## config.mk

```make
export PLATFORM = sky130hd
export DESIGN_NAME = gb_oam_dma
export DESIGN_NICKNAME = d
export VERILOG_FILES = /design/src/rtl/gb_pkg.sv /design/src/rtl/gb_oam_dma.sv
export SDC_FILE = /design/constraint.sdc
export NUM_CORES = 1
export LEC_CHECK = 0
export ABC_AREA = 1
export BUFFER_PORTS_ARGS = -buffer_cell sky130_fd_sc_hd__buf_2
export CORE_MARGIN = 2
export CORE_UTILIZATION = 46
export CTS_BUF_LIST = sky130_fd_sc_hd__clkbuf_4
export CTS_CLUSTER_DIAMETER = 100
export DETAILED_ROUTE_END_ITERATION = 7
export MAX_ROUTING_LAYER = met4
export PLACE_DENSITY = 0.74
export SYNTH_ARGS = -nofsm -noshare
export SYNTH_HDL_FRONTEND = slang
export SYNTH_SLANG_ARGS = --single-unit
```

## constraint.sdc

```tcl
create_clock -name clk -period 1.5 [get_ports clk]
set_input_delay 0.15 -clock clk [delete_from_list [all_inputs] [get_ports clk]]
set_output_delay 0.15 -clock clk [all_outputs]
set_load 0.03 [all_outputs]
```

## src/rtl/gb_pkg.sv

```systemverilog
// rtl/gb_pkg.sv - shared Game Boy memory-system constants and OAM DMA state type
package gb_pkg;

  localparam logic [15:0] OAM_DMA_REG_ADR = 16'hFF46;
  localparam int          OAM_SIZE        = 160;
  localparam logic [15:0] HRAM_FIRST      = 16'hFF80;
  localparam logic [15:0] HRAM_LAST       = 16'hFFFE;

  typedef enum logic [1:0] {
    IDLE,
    START,
    XFER
  } oam_dma_state_t;

endpackage

```

## src/rtl/gb_oam_dma.sv

```systemverilog
// rtl/gb_oam_dma.sv - OAM DMA controller: FF46 write copies {src,00}..{src,9F} into OAM
//
// Ports:
//   clk, n_reset          gbclk and asynchronous active-low reset
//   cpu_adr/cpu_dout/cpu_write   CPU bus; a write to FF46 starts (or restarts) a copy
//   reg_dout              FF46 readback (raw source page)
//   dma_adr/dma_read/dma_din     source read port towards the DMA-side decoder
//   oam_adr/oam_dout/oam_write   OAM write port, muxed in while active
//   active                transfer in progress
//   cpu_block             CPU access outside HRAM must be ignored (reads return FF)
//
// Build option: OAM_DMA_ECHO_FOLD_EN folds source pages E0..FF onto WRAM echo C0..DF.
module gb_oam_dma
  import gb_pkg::*;
#(
  parameter int CYCLES_PER_BYTE = 4,
  parameter int START_DELAY     = 4
) (
  input  logic        clk,
  input  logic        n_reset,
  input  logic [15:0] cpu_adr,
  input  logic [7:0]  cpu_dout,
  input  logic        cpu_write,
  output logic [7:0]  reg_dout,
  output logic [15:0] dma_adr,
  output logic        dma_read,
  input  logic [7:0]  dma_din,
  output logic [7:0]  oam_adr,
  output logic [7:0]  oam_dout,
  output logic        oam_write,
  output logic        active,
  output logic        cpu_block
);

  localparam logic [3:0] PH_LAST    = 4'(CYCLES_PER_BYTE - 1);
  localparam logic [3:0] PH_LATCH   = 4'(CYCLES_PER_BYTE - 2);
  localparam logic [3:0] DELAY_INIT = 4'(START_DELAY - 1);
  localparam logic [7:0] BYTE_LAST  = 8'(OAM_SIZE - 1);

  oam_dma_state_t state, state_nxt;
  logic [7:0] src;
  logic [7:0] src_eff;
  logic [7:0] data_q;
  logic [7:0] byte_cnt;
  logic [3:0] phase;
  logic [3:0] delay_cnt;
  logic       reg_hit;
  logic       in_hram;

  // The register hit is decoded independently of cpu_block, so FF46 writes
  // always land even while a transfer holds the bus.
  assign reg_hit  = cpu_write && (cpu_adr == OAM_DMA_REG_ADR);
  assign reg_dout = src;

`ifdef OAM_DMA_ECHO_FOLD_EN
  assign src_eff = (src >= 8'hE0) ? (src - 8'h20) : src;
`else
  assign src_eff = src;
`endif

  assign active    = (state != IDLE);
  assign in_hram   = (cpu_adr >= HRAM_FIRST) && (cpu_adr <= HRAM_LAST);
  assign cpu_block = active && !in_hram;

  always_ff @(posedge clk or negedge n_reset) begin
    if (!n_reset) begin
      state <= IDLE;
    end else begin
      state <= state_nxt;
    end
  end

  // Next state and the bus strobes. The last phase of each byte is the write
  // phase; all earlier phases hold the source read.
  always_comb begin
    state_nxt = state;
    dma_read  = 1'b0;
    dma_adr   = 16'h0000;
    oam_write = 1'b0;
    oam_adr   = 8'h00;
    oam_dout  = 8'h00;
    case (state)
      IDLE: begin
        if (reg_hit) state_nxt = START;
      end
      START: begin
        if (reg_hit)               state_nxt = START;
        else if (delay_cnt == 4'd0) state_nxt = XFER;
      end
      XFER: begin
        if (phase != PH_LAST) begin
          dma_read = 1'b1;
          dma_adr  = {src_eff, byte_cnt};
        end else begin
          oam_write = 1'b1;
          oam_adr   = byte_cnt;
          oam_dout  = data_q;
          if (byte_cnt == BYTE_LAST) state_nxt = IDLE;
        end
        // A restart still lets the current write-phase strobe through.
        if (reg_hit) state_nxt = START;
      end
      default: state_nxt = IDLE;
    endcase
  end

  always_ff @(posedge clk or negedge n_reset) begin
    if (!n_reset) begin
      src       <= 8'hFF;
      data_q    <= 8'h00;
      byte_cnt  <= 8'h00;
      phase     <= 4'd0;
      delay_cnt <= 4'd0;
    end else begin
      if (reg_hit) begin
        src       <= cpu_dout;
        delay_cnt <= DELAY_INIT;
        phase     <= 4'd0;
        byte_cnt  <= 8'h00;
      end else begin
        case (state)
          START: begin
            if (delay_cnt != 4'd0) begin
              delay_cnt <= delay_cnt - 4'd1;
            end else begin
              phase    <= 4'd0;
              byte_cnt <= 8'h00;
            end
          end
          XFER: begin
            if (phase == PH_LATCH) data_q <= dma_din;
            if (phase == PH_LAST) begin
              phase <= 4'd0;
              // Wrap to 0 on the last byte so the index never exceeds 159.
              byte_cnt <= (byte_cnt == BYTE_LAST) ? 8'h00 : byte_cnt + 8'h01;
            end else begin
              phase <= phase + 4'd1;
            end
          end
          default: ;
        endcase
      end
    end
  end

endmodule

```

==> results.ini <==
[global_routing]
grt_use_total_pct = 24.24
grt_pass1_wl_mm = 9.694
grt_max_degree = 30
busiest_layer = met2
grt_pass1_vias = 2157
met2_usage_pct = 42.00
antenna_found_initial = 0
overflow = 0
use_met3_pct = 5.000
met1_usage_pct = 28.82

[place]
place_ws_ns = 0.04176
hpwl_mm = 3.888
io_buffers = 78
gp_congestion = 0.8775
dpl_cell_area_um2 = 2778

[sta]
hold_viol_final = 0
setup_violations = 52
tightest_slew_ns = 0.3847
slew_violations = 0
worst_slack_ns = -0.2662
clock_skew_ns = 0.004693
setup_tns_ns = -9.856
rsz0062_at_grt = yes
relSlewSlack_pct = 74.36
period_share_pct = 117.7
fin_crit_ns = 1.766
max_freq_mhz = 566.2

[power_and_ir_drop]
pwr-share-comb_pct = 60.4
p_sw_mw = 2.066
p_clk_share_pct = 11.3
peakVddDrop_v = 0.0006863
switching_share_pct = 45.75
p_int_mw = 2.450
power.density_nw_per_um2 = 1275
pwr-share-seq_pct = 28.3
leakage_nw = 1.710

[finish]
diodes = 0
fin_area_um2 = 3542
area.growth.synth_to_final_pct = 65.56
nNetsFinal = 460
fillers = 276
drive_above_1_share_pct = 46.08

[synth]
synthXorXnorAreaFrac_pct = 1.637
yosys.area.top_type = dfrtp_1
synth_cell_types = 27
yosys_warnings = 0
synth_top_family_by_area = simple AND/OR/NAND/NOR gates
synth_edf_count = 0
synthTopCellsByArea = dfrtp_1 30%, nor2_1 12%, nand2_1 11%
synth_top_area_share_pct = 30.41
synth_fa_ha_area_share_pct = 2.924
synth-main-ff-cell = dfrtp_1
synth_compound_area_share_pct = 9.006
yosysSeqAreaShare_pct = 40.23
yosys-mux-area-fraction_pct = 0
avgSynthCellArea_um2 = 6.992
netlist_area_um2 = 2140
synthesis.nets = 346
synthSimpleGateAreaFrac_pct = 34.80
ys_ff_latch = 34
async_reset_ff_share_pct = 100.0
yosysMostFrequentCell = nor2_1
synthCells = 306
ys_top_cells_by_count = 66 x nor2_1, 65 x nand2_1, 50 x inv_1

[routing]
routedWlPerCell_um = 14.82
dr.pass1.iters = 4
ant_nets = 0
drtIter0Drc = 190
viasPerCell = 5.216
wl_mm = 7.011
via_count = 2467
drc = 0

[critical_path]
crit_required_ns = 1.35
worstPathMaxFanout = 8
timing_worst_setup_path_type = register to output port
slowest_delay_ns = 0.41
worstPathCellList = inv_2 -> nor2_4 -> nand2_4 -> buf_12 -> nor2_4 -> buf_6
startpoint_type = register
slowest_stage = dfrtp_1
crit_arrival_ns = 1.62
end_kind = output port
crit_path_frequent_cell = nor2_4

[floorplan]
dieWidth_um = 72.20
ios = 79
coreArea_um2 = 4414
die-area_um2 = 5213
initial_utilization_pct = 48.47
dieHeight_um = 72.20
rows = 24

[clocking]
h-tree-depth = 2
cts_tree = done
clk_path_buf_depth = 2
clk-insertion-delay-late_ns = 0.35
clock_sinks = 34
clk_transition_reported_paths_ns = 0.10
clockRootBuffer = clkbuf_4
cts_made_buffers = 5

[worst_hold_path]
hold_path_class = input pin to register

[outcome]
violations = negative setup slack
status = complete, but fails checks

[run]
max-cap-violations = 0

[power by group through the flow]
stage	clock network, mW	registers [mW]	logic (mW)
6_report	0.509	1.28	2.73
5_1_grt	0.557	1.30	2.91
4_1_cts	0.512	1.26	2.19
3_5_place_dp	0	1.26	1.85
3_3_place_gp	0	1.26	1.81
2_1_floorplan	0	1.26	1.28
[metal layers]
metal	share of wire, %	routed length, um
met2	52	3660
met1	37	2618
met3	6.9	485
met5	0	0
met4	3.5	246
[registers in the layout, indices dropped and copies added (netlist names)]
register,count
state,2
byte_cnt,8
reg_dout,8
phase,4
delay_cnt,4
data_q,8
[final cells by class]
cell class,count,area [um^2],area share (%)
inverters,51,200.2,5.652
well taps,52,65.06,1.837
clock buffers,6,45.04,1.272
repair buffers,114,979.7,27.66
flip-flops and latches,34,860.8,24.30
clock inverters,2,8.758,0.2473
multi-input cells,214,1383,39.03
[per-stage QoR]
step	utilization (%)	instances	hold slack [ns]	power [mW]
2_1_floorplan	-	306	-0.1456	2.536
3_3_place_gp	62.93	446	0.09027	3.070
3_5_place_dp	62.93	446	0.1018	3.115
4_1_cts	72.70	460	0.03663	3.969
5_1_grt	80.24	473	0.02713	4.771
6_report	80.24	473	0.02122	4.517
[logic make-up after synthesis]
family,Yosys count
DFF,34
adders and majority gates,5
buffers and inverters,59
xor gates and xnor gates,4
and+or+nand+nor,171
AOI/OAI and AO/OA,33
[critical path, delay by kind of cell (launching register included)]
family                 cells  cell delay (ns)
DFF                        1             0.41
and+or+nand+nor            3             0.45
buffers and inverters      3             0.39
[cells in the final DEF (no fill, tap or decap), types with 3 or more instances in the layout]
cell,count
nand2_1,59
inv_1,44
buf_2,44
buf_6,41
nor2_4,32
nor2_1,31
dfrtp_1,26
buf_4,22
nand3_1,18
o21ai_0,13
nand4_1,9
a21oi_1,8
dfstp_2,8
nand2_2,6
clkbuf_4,6
o21ai_2,5
inv_2,4
nor2_2,4
ha_1,4
buf_12,4
nand2_8,3
o21ai_1,3
[repair_timing]
item	CTS	global route
hold endpoints to repair	13	0
resized for setup	100	61
gates cloned	2	1
pin swaps	3	5
hold buffers	1	0
endpoints found under the setup margin	34	46
buffers inserted	3	12
[final timing paths]
check                                to  cells past startpoint       start  slack, ns
max                         dma_adr[10]                      6    state[1]      -0.27
min                           data_q[7]                      3  dma_din[7]       0.02
max reg2reg                    phase[2]                     12    state[1]      -0.25
min reg2reg                   data_q[6]                      2   data_q[6]       0.49
max in group asynchronous   reg_dout[5]                      3     n_reset       0.74
min in group asynchronous  delay_cnt[2]                      2     n_reset       0.25
Note: power is estimated with default switching activity, not from simulation.
